===== config.mk =====
export PLATFORM = sky130hd
export DESIGN_NAME = round_ctrl
export DESIGN_NICKNAME = d
export VERILOG_FILES = /design/src/rtl/crypto_pkg.sv /design/src/rtl/round_ctrl.sv
export SDC_FILE = /design/constraint.sdc
export NUM_CORES = 1
export LEC_CHECK = 0
export CAP_MARGIN = 30
export CELL_PAD_IN_SITES_DETAIL_PLACEMENT = 0
export CELL_PAD_IN_SITES_GLOBAL_PLACEMENT = 1
export CORE_AREA = 2 2 206 208
export DETAILED_ROUTE_END_ITERATION = 10
export DIE_AREA = 0 0 208 210
export PLACE_DENSITY_LB_ADDON = 0.1
export SKIP_LAST_GASP = 1
export SYNTH_ARGS = -nofsm -noshare
export SYNTH_HDL_FRONTEND = slang
export SYNTH_SLANG_ARGS = --single-unit

===== constraint.sdc =====
create_clock -name clk -period 1.47 [get_ports clk]
set_input_delay 0.294 -clock clk [delete_from_list [all_inputs] [get_ports clk]]
set_output_delay 0.294 -clock clk [all_outputs]
set_load 0.1 [all_outputs]

===== src/rtl/crypto_pkg.sv =====
// Shared definitions for the block-cipher round controller and its round counter.
package crypto_pkg;

    localparam int DATA_W   = 128;
    localparam int CNT_LAST = 17;
    localparam int RK_LAST  = 16;
    localparam int WD_LIMIT = 24;

    typedef enum logic [1:0] {
        S_IDLE = 2'd0,
        S_RUN  = 2'd1,
        S_DONE = 2'd2
    } state_t;

endpackage


===== src/rtl/round_ctrl.sv =====
// Round controller: accepts a block, runs the external round counter through one
// full pass, captures the datapath result and holds it until taken downstream.
module round_ctrl
    import crypto_pkg::*;
(
    input  logic              clk,
    input  logic              rst_n,
    input  logic              in_valid,
    output logic              in_ready,
    input  logic [DATA_W-1:0] in_data,
    input  logic              in_dec,
    output logic              start,
    input  logic [4:0]        cnt,
    input  logic              cnt_end,
    output logic              load,
    output logic [DATA_W-1:0] blk_q,
    output logic              round_en,
    output logic [4:0]        rk_idx,
    input  logic [DATA_W-1:0] core_data,
    output logic              out_valid,
    input  logic              out_ready,
    output logic [DATA_W-1:0] out_data,
    output logic              err
);

    state_t     state;
    logic       dec_q;
    logic [4:0] wd;
    logic       accept;

    assign in_ready = (state == S_IDLE) | ((state == S_DONE) & out_ready);
    assign accept   = in_valid & in_ready;

    // Rounds run only while the counter has not yet reached its last value.
    assign round_en = start & ~cnt_end;
    assign rk_idx   = !round_en ? 5'd0
                    : (dec_q ? (5'(RK_LAST) - cnt) : cnt);

    // NOTE: state is updated with non-blocking assignments only, so every branch
    // below reads the pre-edge values of state, wd and out_valid.
    always_ff @(posedge clk or negedge rst_n) begin
        if (!rst_n) begin
            state     <= S_IDLE;
            start     <= 1'b0;
            load      <= 1'b0;
            out_valid <= 1'b0;
            err       <= 1'b0;
            dec_q     <= 1'b0;
            wd        <= 5'd0;
            // NOTE: the wide data registers are reset too, so nothing stale from an
            // aborted run is ever visible on blk_q or out_data.
            blk_q     <= '0;
            out_data  <= '0;
        end else begin
            load <= 1'b0;
            if (state == S_DONE && out_ready) begin
                out_valid <= 1'b0;
            end

            if (accept) begin
                blk_q <= in_data;
                dec_q <= in_dec;
                load  <= 1'b1;
                start <= 1'b1;
                wd    <= 5'd0;
                state <= S_RUN;
            end else begin
                unique case (state)
                    S_IDLE: ;
                    S_RUN: begin
                        if (cnt_end) begin
                            out_data  <= core_data;
                            out_valid <= 1'b1;
                            start     <= 1'b0;
                            state     <= S_DONE;
                        end else if (wd == 5'(WD_LIMIT - 1)) begin
                            // Counter never finished: abandon the run, keep err sticky.
                            err   <= 1'b1;
                            start <= 1'b0;
                            wd    <= 5'd0;
                            state <= S_IDLE;
                        end else begin
                            wd <= wd + 5'd1;
                        end
                    end
                    S_DONE: begin
                        if (out_ready) begin
                            state <= S_IDLE;
                        end
                    end
                    default: state <= S_IDLE;
                endcase
            end
        end
    end

endmodule


==> metrics.csv <==
stage,metric,value,unit
run_status,status,"finished, violations left",
run_status,violations in the final reports,negative setup slack,
finish,area of combinational cells with multiple inputs,3920,um2
setup_path,data arrival time of the critical path,1590,ps
setup_path,Crit Path Class,flop to primary output,
cts,Sinks on Clock Net,268,
setup_path,"Max stage delay cell, worst path",dfrtp_1,
detailed_routing,number of vias per cell after detailed routing,4.21,
min_path,kind of path behind the tightest hold check,input port to asynchronous set/reset pin,
detailed_routing,Routed WL,39.5,mm
synthesis,count of unique library cells instantiated by Yosys,30,
synthesis,commonest register cell after synthesis,dfrtp_1,
timing,worst hold slack after final layout,230,ps
floorplan,row count,75,
floorplan,Chip Height,210,um
synthesis,Synth top area share,65.4,%
synthesis,post-synthesis net count,876,
synthesis,Post-synth EDFFs,0,
timing,shortest clock period the worst path allows after layout,1880,ps
cts,maximum buffer depth of the clock tree,3,
timing,Final WS setup,-412,ps
synthesis,cell types with the highest counts after synthesis,"268 x dfrtp_1, 224 x mux2_2, 33 x mux2_4, 23 x buf_2, 7 x nor2_1",
setup_path,kind of cell adding the most delay to the critical path,flip-flops,
global_routing,GR met2 Demand/Resource,32.9,%
synthesis,YS warnings,0,
global_routing,initial antenna violation count,2,
global_routing,largest net degree at the start of global routing,56,
detailed_routing,remaining antenna violation count,0,
setup_path,kind of end point of the critical path,primary output,
detailed_routing,remaining design rule violation count,0,
floorplan,starting density of the core,24.7,%
cts,clock tree from TritonCTS,yes,
global_routing,total track usage,18.0,%
finish,share of layout cells above drive strength 1,56.1,%
synthesis,total standard cell area after synthesis,10200,um2
detailed_routing,vias post-DR,7662,
global_routing,GR met3 Demand/Resource,4.84,%
setup_path,crit path launch type,flop,
global_routing,met1 GRT Util,20.1,%
global_routing,global-route congestion overflow total,0,
timing,RSZ-0062 raised after global routing,yes,
cts,clock root buffer,clkbuf_16,
synthesis,sequential cell area fraction in the yosys report,65.4,%
timing,clk_skew,7.74,ps
setup_path,required time at the endpoint of the critical path,1180,ps
setup_path,peak per-stage delay on the critical path,380,ps
placed_design,hpwl dp,27.3,mm
synthesis,main area contributors after synthesis,"dfrtp_1 65%, mux2_2 25%, mux2_4 4.8%",
floorplan,Die Area,43700,um2
timing,actual slew at the worst max-slew pin,354,ps
cts,number of H-tree levels,2,
timing,Final TNS setup,-34210,ps
placed_design,number of buffers inserted by port buffering,533,
timing,"Slew Viols, Final",0,
finish,nets,1525,
floorplan,area of the core,41500,um2
synthesis,async set-or-reset flop fraction in the synthesized netlist,100,%
synthesis,average footprint of a synthesized cell,16.9,um2
finish,sequential cell area in the final layout,6710,um2
finish,layout-stage area growth over the synthesis result,118,%
detailed_routing,first drt pass iteration count,4,
global_routing,vias in the first global route,8508,
synthesis,library cell with the highest instance count after synthesis,dfrtp_1,
detailed_routing,count of routing violations after the opening detailed-route iteration,273,
synthesis,Mapped Cells,607,
timing,Slew Limit Headroom,76.4,%
floorplan,Die X,208,um
timing,maximum operating frequency,0.531,GHz
timing,Fin. Hold Viols,0,
global_routing,most congested layer reported by global routing,met2,
synthesis,cell type with the largest total area after synthesis,dfrtp_1,
timing,number of failing setup endpoints in the final timing report,267,
global_routing,global-route wire length before repair,58.2,mm
cts,worst skew pair latency,530,ps
detailed_routing,Routed WL per cell,21.7,um
timing,final critical-path share of the clock period,128,%
placed_design,Final GP Congestion,0.777,
cts,clock slew at the register clock pins of the worst setup and hold paths,50,ps
job,MaxCap Viol Count,0,
setup_path,Critical Path Fanout Max,3,
setup_path,number of buffer and inverter instances along the worst setup path,2,
synthesis,flip-flop and latch count after synthesis,268,
cts,Num CTS Buffers,35,
floorplan,# IOs,534,
finish,filler cell count,3435,
setup_path,cells along the critical path,"buf_6, o31ai_4, xor2_2, nor2_4, buf_12",
placed cells by master, fill, tap and decap left out, types with 2 or more instances in the layout:
cell | synthesis | routed
buf_4 | 0 | 25
clkbuf_16 | 0 | 38
o22ai_2 | 0 | 2
buf_8 | 0 | 9
nand2_1 | 6 | 5
xnor2_2 | 0 | 2
diode_2 | 0 | 2
clkdlybuf4s50_1 | 0 | 263
a21o_1 | 2 | 2
dfrtp_1 | 268 | 266
clkinvlp_4 | 0 | 2
clkbuf_8 | 0 | 8
dlygate4sd2_1 | 0 | 2
nor2_4 | 0 | 5
buf_12 | 0 | 305
bufinv_16 | 0 | 2
a21oi_1 | 2 | 2
nand2b_1 | 3 | 2
nor2_1 | 7 | 2
nand2b_4 | 0 | 2
mux2_2 | 224 | 118
buf_16 | 0 | 21
mux2_4 | 33 | 139
and3_4 | 1 | 2
buf_6 | 6 | 13
clkbuf_1 | 0 | 5
clkinv_2 | 0 | 7
inv_2 | 0 | 2
final timing paths:
check                                     startpoint                        end  slack [ps]  cells after the start
worst max-delay path               dec_q$_DFFE_PN0P_                  rk_idx[3]        -410                      5
worst min-delay path                           rst_n       blk_q[3]$_DFFE_PN0P_         230                      2
worst max register to register  state[1]$_DFFE_PN0P_      blk_q[89]$_DFFE_PN0P_        -230                      8
worst min register to register       err$_DFFE_PN0P_            err$_DFFE_PN0P_         520                      1
max in group asynchronous                      rst_n      blk_q[52]$_DFFE_PN0P_         600                      3
min in group clk                      core_data[126]  out_data[126]$_DFFE_PN0P_         370                      2
cell families (layout without fill, tap and decap cells):
family                     after synthesis  count (layout)  synth area share (%)
and+or+nand+nor                         28              29                  1.62
xor gates and xnor gates                 5               5                 0.427
buffers and inverters                   34             705                  1.97
muxes                                  258             258                  29.5
AOI/OAI and AO/OA                       12              12                 0.769
other                                    0               2                     0
adders and majority gates                2               2                 0.244
DFF                                    268             268                  65.4
registers in the layout (all words and copies together) (netlist names):
signal / flops
out_data: 128
out_valid: 1
load: 1
blk_q: 128
state: 2
wd: 5
start: 1
dec_q: 1
err: 1
metal layers:
layer,share of wire [%],up-vias
li1,-,3448
met1,37,3923
met2,55,245
met3,6.0,46
met4,2.3,0
met5,0,-
layout make-up:
cell class                 count  area share (%)
antenna                        2          0.0224
clock buffer                  50            4.72
clock inverter                10           0.459
inverter                       5           0.112
multi-input combinational    306            17.5
sequential                   268            30.1
tap                          539            3.02
timing repair buffer         640            44.1
metrics by stage:
stage,setup WS (ps),std cells,area (um2),utilization (%)
4_1_cts,-464,1829,22500,54.2
3_3_place_gp,-519,1680,19200,46.4
2_1_floorplan,-145,607,10400,-
6_report,-412,1820,22300,53.8
5_1_grt,-494,1820,22300,53.8
3_5_place_dp,-535,1680,19200,46.4
repair_timing:
action,CTS,global route
pin swaps,10,4
endpoints found under the hold margin,166,0
gates cloned,36,1
gates resized for setup,169,75
hold buffers,1,0
setup buffers,52,15
setup endpoints to repair,266,277
worst reg2reg max path: stages (launching register included):
cell and delay, ps:
dfrtp_2 430, nand2b_4 90, buf_6 100, and3_4 220
buf_12 120, buf_8 100, buf_6 120, buf_16 130
mux2_4 290
Power is not shown: default switching activity piles up to over one toggle a cycle in this logic, so the estimate is an artifact.
